==> src/rtl/core_types_pkg.sv <==
// Shared execute-stage types: M-extension op encoding (funct3) and the
// multiply/divide unit's FSM states.
package core_types_pkg;

  typedef enum logic [2:0] {
    MUL    = 3'b000,
    MULH   = 3'b001,
    MULHSU = 3'b010,
    MULHU  = 3'b011,
    DIV    = 3'b100,
    DIVU   = 3'b101,
    REM    = 3'b110,
    REMU   = 3'b111
  } md_op_t;

  typedef enum logic [1:0] {
    IDLE = 2'd0,
    BUSY = 2'd1,
    DONE = 2'd2
  } md_state_t;

  // funct3[2] separates the divide group from the multiply group
  function automatic logic op_is_div(input md_op_t op);
    return op[2];
  endfunction

endpackage

==> src/rtl/muldiv_step.sv <==
// One combinational iteration: radix-2 shift-add for multiply, or one
// restoring-division step (quotient built in the low half of acc).
module muldiv_step #(
  parameter int N_BITS = 32
) (
  input  logic                  div_mode,
  input  logic [2*N_BITS-1:0]   acc_in,
  input  logic [N_BITS:0]       rem_in,
  input  logic [N_BITS-1:0]     operand,
  output logic [2*N_BITS-1:0]   acc_out,
  output logic [N_BITS:0]       rem_out
);

  logic [N_BITS:0] sum;
  logic [N_BITS:0] rem_shift;
  logic [N_BITS:0] trial;
  logic            q_bit;

  always_comb begin
    sum       = {1'b0, acc_in[2*N_BITS-1:N_BITS]} +
                (acc_in[0] ? {1'b0, operand} : '0);
    // remainder never exceeds N_BITS bits, so dropping the top bit is lossless
    rem_shift = (N_BITS+1)'({rem_in, acc_in[N_BITS-1]});
    trial     = rem_shift - {1'b0, operand};
    q_bit     = ~trial[N_BITS];

    if (div_mode) begin
      acc_out = {acc_in[2*N_BITS-1:N_BITS], acc_in[N_BITS-2:0], q_bit};
      rem_out = q_bit ? trial : rem_shift;
    end else begin
      acc_out = {sum, acc_in[N_BITS-1:1]};
      rem_out = rem_in;
    end
  end

endmodule

==> src/rtl/muldiv_unit.sv <==
// Iterative RV32M multiply/divide unit with valid/ready request and response
// ports; one iteration per cycle, special divide cases resolved at accept.
module muldiv_unit
  import core_types_pkg::*;
#(
  parameter int N_BITS = 32
) (
  input  logic              clk,
  input  logic              rst_n,
  input  logic              flush,
  input  logic              req_valid,
  output logic              req_ready,
  input  md_op_t            md_op,
  input  logic [N_BITS-1:0] in0,
  input  logic [N_BITS-1:0] in1,
  output logic              resp_valid,
  input  logic              resp_ready,
  output logic [N_BITS-1:0] out
);

  localparam int CNT_W = $clog2(N_BITS) + 1;

  md_state_t           state_reg, state_next;
  md_op_t              op_reg, op_next;
  logic [CNT_W-1:0]    cnt_reg, cnt_next;
  logic [2*N_BITS-1:0] acc_reg, acc_next;
  logic [N_BITS:0]     rem_reg, rem_next;
  logic [N_BITS-1:0]   opnd_reg, opnd_next;
  logic                neg_reg, neg_next;
  logic [N_BITS-1:0]   out_reg, out_next;

  logic [2*N_BITS-1:0] step_acc, prod_fix;
  logic [N_BITS:0]     step_rem;
  logic [N_BITS-1:0]   quo_fix, rem_fix;
  logic                a_signed, b_signed, a_neg, b_neg;
  logic [N_BITS-1:0]   mag0, mag1;
  logic                div_zero, div_ovf;

  muldiv_step #(.N_BITS(N_BITS)) u_step (
    .div_mode (op_is_div(op_reg)),
    .acc_in   (acc_reg),
    .rem_in   (rem_reg),
    .operand  (opnd_reg),
    .acc_out  (step_acc),
    .rem_out  (step_rem)
  );

  always_comb begin
    a_signed = (md_op == MULH) || (md_op == MULHSU) || (md_op == DIV) || (md_op == REM);
    b_signed = (md_op == MULH) || (md_op == DIV) || (md_op == REM);
    a_neg    = a_signed & in0[N_BITS-1];
    b_neg    = b_signed & in1[N_BITS-1];
    mag0     = a_neg ? -in0 : in0;
    mag1     = b_neg ? -in1 : in1;
    div_zero = op_is_div(md_op) && (in1 == '0);
    div_ovf  = ((md_op == DIV) || (md_op == REM)) &&
               (in0 == {1'b1, {(N_BITS-1){1'b0}}}) && (in1 == '1);
    prod_fix = neg_reg ? -step_acc : step_acc;
    quo_fix  = neg_reg ? -step_acc[N_BITS-1:0] : step_acc[N_BITS-1:0];
    rem_fix  = neg_reg ? -step_rem[N_BITS-1:0] : step_rem[N_BITS-1:0];
  end

  always_comb begin
    state_next = state_reg;
    op_next    = op_reg;
    cnt_next   = cnt_reg;
    acc_next   = acc_reg;
    rem_next   = rem_reg;
    opnd_next  = opnd_reg;
    neg_next   = neg_reg;
    out_next   = out_reg;
    req_ready  = (state_reg == IDLE);
    resp_valid = (state_reg == DONE);

    case (state_reg)
      IDLE: begin
        if (req_valid && !flush) begin
          op_next = md_op;
          if (div_zero) begin
            out_next   = md_op[1] ? in0 : '1;
            state_next = DONE;
          end else if (div_ovf) begin
            out_next   = md_op[1] ? '0 : {1'b1, {(N_BITS-1){1'b0}}};
            state_next = DONE;
          end else begin
            // multiply: multiplier sits in acc low half; divide: dividend does
            acc_next   = {{N_BITS{1'b0}}, op_is_div(md_op) ? mag0 : mag1};
            opnd_next  = op_is_div(md_op) ? mag1 : mag0;
            rem_next   = '0;
            neg_next   = md_op[1] && op_is_div(md_op) ? a_neg : (a_neg ^ b_neg);
            cnt_next   = CNT_W'(N_BITS - 1);
            state_next = BUSY;
          end
        end
      end
      BUSY: begin
        acc_next = step_acc;
        rem_next = step_rem;
        if (cnt_reg == '0) begin
          case (op_reg)
            MUL:       out_next = prod_fix[N_BITS-1:0];
            DIV, DIVU: out_next = quo_fix;
            REM, REMU: out_next = rem_fix;
            default:   out_next = prod_fix[2*N_BITS-1:N_BITS];
          endcase
          state_next = DONE;
        end else begin
          cnt_next = cnt_reg - CNT_W'(1);
        end
      end
      DONE: begin
        if (resp_ready) state_next = IDLE;
      end
      default: state_next = IDLE;
    endcase

    if (flush) state_next = IDLE;
  end

  always_ff @(posedge clk or negedge rst_n) begin
    if (!rst_n) begin
      state_reg <= IDLE;
      op_reg    <= MUL;
      cnt_reg   <= '0;
      acc_reg   <= '0;
      rem_reg   <= '0;
      opnd_reg  <= '0;
      neg_reg   <= 1'b0;
      out_reg   <= '0;
    end else begin
      state_reg <= state_next;
      op_reg    <= op_next;
      cnt_reg   <= cnt_next;
      acc_reg   <= acc_next;
      rem_reg   <= rem_next;
      opnd_reg  <= opnd_next;
      neg_reg   <= neg_next;
      out_reg   <= out_next;
    end
  end

  assign out = out_reg;

endmodule
==> config.mk <==
export PLATFORM = sky130hd
export DESIGN_NAME = muldiv_unit
export DESIGN_NICKNAME = d
export VERILOG_FILES = /design/src/rtl/core_types_pkg.sv /design/src/rtl/muldiv_step.sv /design/src/rtl/muldiv_unit.sv
export SDC_FILE = /design/constraint.sdc
export NUM_CORES = 1
export LEC_CHECK = 0
export CORE_MARGIN = 10
export CORE_UTILIZATION = 30
export CTS_BUF_LIST = sky130_fd_sc_hd__clkbuf_4 sky130_fd_sc_hd__clkbuf_8
export DETAILED_ROUTE_END_ITERATION = 8
export PLACE_DENSITY_LB_ADDON = 0.25
export SLEW_MARGIN = 20
export SYNTH_ARGS = -nofsm -noshare
export SYNTH_HDL_FRONTEND = slang
export SYNTH_SLANG_ARGS = --single-unit
==> constraint.sdc <==
create_clock -name clk -period 12.75 [get_ports clk]
set_input_delay 1.9125 -clock clk [delete_from_list [all_inputs] [get_ports clk]]
set_output_delay 1.9125 -clock clk [all_outputs]
set_load 0.02 [all_outputs]
==> impl_metrics.json, run 1 <==
{
  "crit_start": "in1[3]",
  "gp_congestion": 0.9547,
  "setup_tns_ns": 0,
  "largest_register_ffs": 64,
  "worstPathRequired_ns": 13.15,
  "cts_tree": "yes",
  "start_util_pct": 30.34,
  "tightestPinTransition_ns": 1.146,
  "cp-start-kind": "input pin",
  "ctsHoldBuffers": 0,
  "grt_overflow": 0,
  "ys_seq_area_share_pct": 23.99,
  "avgViaCountPerCell": 5.887,
  "crit_end": "opnd_reg[2]",
  "synth_warnings": 0,
  "dp.cells": 3183,
  "slew_viol_final": 0,
  "first_pass_iters": 5,
  "area_growth_pct": 12.04,
  "crit_fanout": 77,
  "root_buffer": "clkbuf_8",
  "setup_viol": 0,
  "slowest_delay_ns": 0.78,
  "drive_above_1_share_pct": 5.813,
  "clk_path_buf_depth": 2,
  "finalPower_uw": 6138,
  "grt_pass1_vias": 17690,
  "max-slew-margin-rel_pct": 23.44,
  "synth_area_um2": 17940,
  "vias": 18930,
  "cp.arrival_ns": 6.83,
  "grt_max_degree": 87,
  "ctsResizeCount": 0,
  "row_count": 89,
  "leakage_uw": 0.007710,
  "status": "complete, no violations",
  "drc_errors": 0,
  "dpl_worst_slack_ns": 5.771,
  "layout_common_cells": "300 x nand2_1, 276 x o21ai_0, 205 x a21oi_1",
  "postCtsSetupBuffers": 0,
  "track_usage_pct": 21.40,
  "antenna_found_initial": 1,
  "maxCapViolations": 0,
  "synth.avg_cell_area_um2": 7.403,
  "clock_latency_ns": 0.52,
  "async_flop_share_pct": 100.0,
  "ff2ff_setup_slack_ns": 6.36,
  "drt-initial-drc-count": 2281,
  "detail_route.wl_per_cell_um": 24.22,
  "r2r-start": "acc_reg[31]",
  "finalWirelength_um": 77880,
  "fin_ws_ns": 6.313,
  "die_y_um": 264.5,
  "r2r_end": "out[22]",
  "clk_pin_slew_ns": 0.10,
  "clock.fmax_mhz": 155.4,
  "synth-edff-count": 0,
  "numCtsBuffers": 17,
  "io_pins": 106,
  "final_common_cell": "nand2_1",
  "path_cells": "clkdlybuf4s50_1 -> or4_1 -> nor3b_1 -> and3_1 -> and3b_1 -> nand4b_1 -> o31a_1 -> nand3b_1 -> a21o_2 -> buf_4 -> nor2_4 -> buf_12 -> mux2_2",
  "synth_ff_type": "dfrtp_1",
  "cp-end-kind": "register",
  "h-tree-depth": 4,
  "antenna_cells": 0,
  "final_cells": 3216,
  "cts.sinks": 172,
  "rsz0062_at_grt": "false",
  "fin_skew_ns": 0.01939,
  "dpl.hpwl_um": 61240,
  "die_x_um": 264.5,
  "reg2reg_depth": 23,
  "worst_path_max_delay_cell": "buf_4",
  "core-area_um2": 59130,
  "synth_fp_nets": 2568,
  "ir_drop_mv": 0.1294,
  "fp.dieArea_um2": 69980,
  "synth.distinct_cells": 98,
  "io_buffer_count": 105,
  "period_minus_slack_ns": 6.437,
  "fin_crit_sh_pct": 50.48,
  "ys_ff_latch": 172,
  "hp-class": "register to register",
  "nets": 2575,
  "synthCells": 2423,
  "power_density_nw_per_um2": 305.4,
  "ant_nets": 0,
  "hold_viol": 0,
  "grt_pass1_wl_um": 116000,
  "crit_type": "input pin to register"
}
cell usage after synthesis, types with 12 or more instances:
| master | number | area [µm²] |
|---|---|---|
| buf_1 | 13 | 48.80 |
| and3_1 | 18 | 112.6 |
| o21bai_1 | 12 | 90.09 |
| nor4_1 | 19 | 118.9 |
| nand4_1 | 25 | 156.4 |
| a21oi_1 | 207 | 1036 |
| xnor2_1 | 111 | 972.2 |
| mux2_2 | 14 | 157.7 |
| nand3_1 | 39 | 195.2 |
| mux2i_1 | 54 | 540.5 |
| o221ai_1 | 22 | 192.7 |
| o22ai_1 | 27 | 168.9 |
| dfrtp_1 | 172 | 4304 |
| or3_1 | 18 | 112.6 |
| nand2_1 | 300 | 1126 |
| a211oi_1 | 16 | 120.1 |
| o21a_1 | 17 | 127.6 |
| a22o_1 | 18 | 157.7 |
| nor2_1 | 190 | 713.2 |
| xor2_1 | 74 | 648.1 |
| nor3_1 | 92 | 460.4 |
| inv_1 | 81 | 304.0 |
| o22a_1 | 13 | 113.9 |
| buf_2 | 18 | 90.09 |
| ha_1 | 71 | 888.4 |
| or4_1 | 15 | 112.6 |
| a21o_1 | 30 | 225.2 |
| o21ai_0 | 277 | 1386 |
| nand2b_1 | 22 | 137.6 |
| and2_1 | 40 | 250.2 |
| o31ai_1 | 32 | 240.2 |
| or2_2 | 15 | 93.84 |
| o211ai_1 | 32 | 240.2 |
| a31oi_1 | 29 | 181.4 |
| clkbuf_1 | 107 | 401.6 |
metal layers:
layer / vias to the layer above / global-route usage (%) / wire length, µm
met5: - / 0 / 0
met2: 773 / 33.40 / 34370
li1: 8844 / - / -
met1: 9233 / 29.92 / 35310
met3: 83 / 3.083 / 5907
met4: 0 / 6.631 / 2286
worst max-delay path, delay by kind of cell:
family	cells	cell delay, ns
simple gates	7	2.63
buf+inv	3	1.56
mux	1	0.27
compound gates	2	0.40
cell families after synthesis:
logic type               share of synthesized area [%]
AO/OA/AOI/OAI                                    30.18
XOR/XNOR                                         9.277
adder cells (fa/ha/maj)                          5.175
buffers and inverters                            5.022
AND/OR/NAND/NOR                                  22.46
flip-flops                                       23.99
multiplexers                                     3.892
layout make-up:
cell class	count	area, µm²
inverters	83	311.5
flip-flops and latches	172	4310
well taps	773	967.2
clock inverters	13	212.7
clock buffers	19	261.5
fillers	6315	39030
repair buffers	131	1260
multi-input cells	2025	12770
power by group:
| part | leakage, µW | internal (µW) | switching [µW] | total, µW |
|---|---|---|---|---|
| clock | 0.000229 | 245 | 237 | 482 |
| sequential | 0.00209 | 744 | 297 | 1040 |
| combinational | 0.00539 | 1550 | 3070 | 4610 |
| total | 0.00771 | 2540 | 3600 | 6140 |
how the worst min path moves through the flow:
stage	cells past startpoint	startpoint	endpoint	slack, ns
finish	2	out[13]	out[13]	0.50
global route	1	out[0]	out[0]	0.53
floorplan	2	opnd_reg[19]	opnd_reg[19]	0.46
CTS	2	out[13]	out[13]	0.51
global placement	2	out[13]	out[13]	0.47
detailed placement	2	out[13]	out[13]	0.48
stage by stage:
step / area, µm² / hold slack [ns] / utilization [%]
floorplan: 17940 / 0.4639 / -
global placement: 19600 / 0.4673 / 33.15
detailed placement: 19600 / 0.4831 / 33.15
CTS: 20080 / 0.5074 / 33.95
global route: 20100 / 0.5275 / 33.99
finish: 20100 / 0.4996 / 33.99
Note: power is estimated with default switching activity, not from simulation.
==> run 2: changes to the inputs <==
==> constraint.sdc (replaced) <==
create_clock -name clk -period 6.3 [get_ports clk]
set_input_delay 0.945 -clock clk [delete_from_list [all_inputs] [get_ports clk]]
set_output_delay 0.945 -clock clk [all_outputs]
set_load 0.02 [all_outputs]
==> run 2 against run 1 <==
Against the previous run:
- routed wire length rose by 10%
- die area unchanged
- flip-flop and latch count stayed put
- clock-buffer cell count decreased by 2
- setup slack got worse by 5.7 ns
- global-route usage rose by 2.3 points
- final cell count grew 0.87%
- register-to-register slack lost 5.8 ns
- sequential share of layout area fell by 0.18 points
- critical endpoint is now out[28]
==> impl_metrics.json, run 2 (same netlist as run 1, synthesis figures left out) <==
{
  "status": "complete, no violations",
  "ctsHoldBuffers": 0,
  "dp.cells": 3211,
  "cp-start-kind": "register",
  "dpl.hpwl_um": 67030,
  "clock.fmax_mhz": 174.9,
  "crit_type": "register to register",
  "first_pass_iters": 7,
  "core-area_um2": 59130,
  "fillers": 6305,
  "die_y_um": 264.5,
  "vias": 19350,
  "grt_overflow": 0,
  "final_cells": 3244,
  "die_x_um": 264.5,
  "met1_usage_pct": 32.64,
  "row_count": 89,
  "ff2ff_setup_slack_ns": 0.58,
  "worstPathRequired_ns": 6.76,
  "rsz0062_at_grt": "false",
  "cp.arrival_ns": 6.18,
  "r2r-start": "acc_reg[31]",
  "setup_viol": 0,
  "cts.sinks": 172,
  "fin_skew_ns": 0.01449,
  "drt-initial-drc-count": 1938,
  "drive_above_1_share_pct": 6.842,
  "layout_common_cells": "300 x nand2_1, 276 x o21ai_0, 205 x a21oi_1",
  "max-slew-margin-rel_pct": 30.29,
  "largest_register_ffs": 64,
  "detail_route.wl_per_cell_um": 26.40,
  "cp-end-kind": "register",
  "gp_congestion": 1.036,
  "leakage_uw": 0.007823,
  "grt_pass1_wl_um": 125900,
  "postCtsSetupBuffers": 0,
  "tightestPinTransition_ns": 1.035,
  "io_pins": 106,
  "slew_viol_final": 0,
  "grt_pass1_vias": 18470,
  "fin_crit_sh_pct": 90.78,
  "reg2reg_depth": 23,
  "clk_path_buf_depth": 2,
  "ant_nets": 0,
  "finalWirelength_um": 85650,
  "area_growth_pct": 12.94,
  "drc_errors": 0,
  "grt_util_met3_pct": 4.416,
  "power_density_nw_per_um2": 627.8,
  "avgViaCountPerCell": 5.965,
  "ctsResizeCount": 0,
  "antenna_found_initial": 3,
  "numCtsBuffers": 17,
  "ir_drop_mv": 0.2521,
  "fp.dieArea_um2": 69980,
  "setup_tns_ns": 0,
  "nets": 2602,
  "hold_viol": 0,
  "root_buffer": "clkbuf_8",
  "io_buffer_count": 105,
  "grt_max_degree": 78,
  "crit_fanout": 5,
  "h-tree-depth": 4,
  "use_met2_pct": 36.31,
  "crit_start": "acc_reg[31]",
  "hp-class": "input pin to asynchronous set/reset pin",
  "r2r_end": "out[28]",
  "cts_tree": "yes",
  "clk_pin_slew_ns": 0.11,
  "period_minus_slack_ns": 5.719,
  "final_common_cell": "nand2_1",
  "track_usage_pct": 23.72,
  "start_util_pct": 30.34,
  "maxCapViolations": 0,
  "busiest_layer": "met2",
  "clock_latency_ns": 0.54
}
## run 2: changes by cell type in the layout (fill, tap and decap cells not counted), moves of 2 or more
cell,change
buf_4,+27
bufinv_16,-2
clkbuf_8,-2
inv_8,+2
## run 2: area by class of cell
class	instances	area, µm²	share of cell area (%)
Sequential cell	172	4309	21.27
Inverter	83	311.5	1.538
Clock inverter	15	187.7	0.9264
Tap cell	773	967.2	4.774
Multi-Input combinational cell	2025	12780	63.11
Antenna cell	1	2.502	0.01235
Timing Repair Buffer	158	1463	7.220
Clock buffer	17	234.0	1.155
## run 2: layer usage
layer | share of wire (%) | vias up
met4 | 3.3 | 4
met5 | 0.032 | -
met3 | 8.0 | 102
met2 | 43 | 850
li1 | - | 8898
met1 | 45 | 9498
## run 2: worst max path at each step
stage | slack [ns] | end
3_5_place_dp | 0.77 | out[28]
3_3_place_gp | 0.85 | out[28]
5_1_grt | 0.35 | out[28]
6_report | 0.58 | out[28]
4_1_cts | 0.72 | out[28]
2_1_floorplan | 1.17 | out[28]
## run 2: critical path, stage by stage, from the launching register on
cell and delay, ns:
dfrtp_1 0.44, inv_1 0.09, ha_1 0.22, fa_1 0.41
nand2b_1 0.19, a21oi_2 0.23, o22ai_2 0.20, o21ai_4 0.28
a21oi_4 0.19, xnor2_4 0.18, a21o_1 0.24, inv_1 0.06
ha_1 0.18, o211ai_1 0.13, or4_1 0.53, nor2_1 0.37
nand4b_1 0.25, nor4_2 0.35, buf_4 0.21, nand3b_1 0.15
o21ai_0 0.24, xor2_1 0.21, o21ai_0 0.10, o221ai_1 0.18
## run 2: power breakdown
part | switching [µW] | internal, µW
clock network | 522 | 399
registers | 573 | 1500
logic | 6510 | 3210
## run 2: per-stage QoR
step           setup slack, ns  hold slack (ns)  utilization (%)  cell area, µm²  total power, µW
2_1_floorplan            1.173           0.4639                -           17940             8304
3_5_place_dp            0.7683           0.4850            33.54           19830            11530
3_3_place_gp            0.8457           0.4754            33.54           19830            11540
6_report                0.5808           0.4019            34.26           20260            12720
5_1_grt                 0.3518           0.4268            34.26           20260            13480
4_1_cts                 0.7196           0.4005            34.25           20250            12490
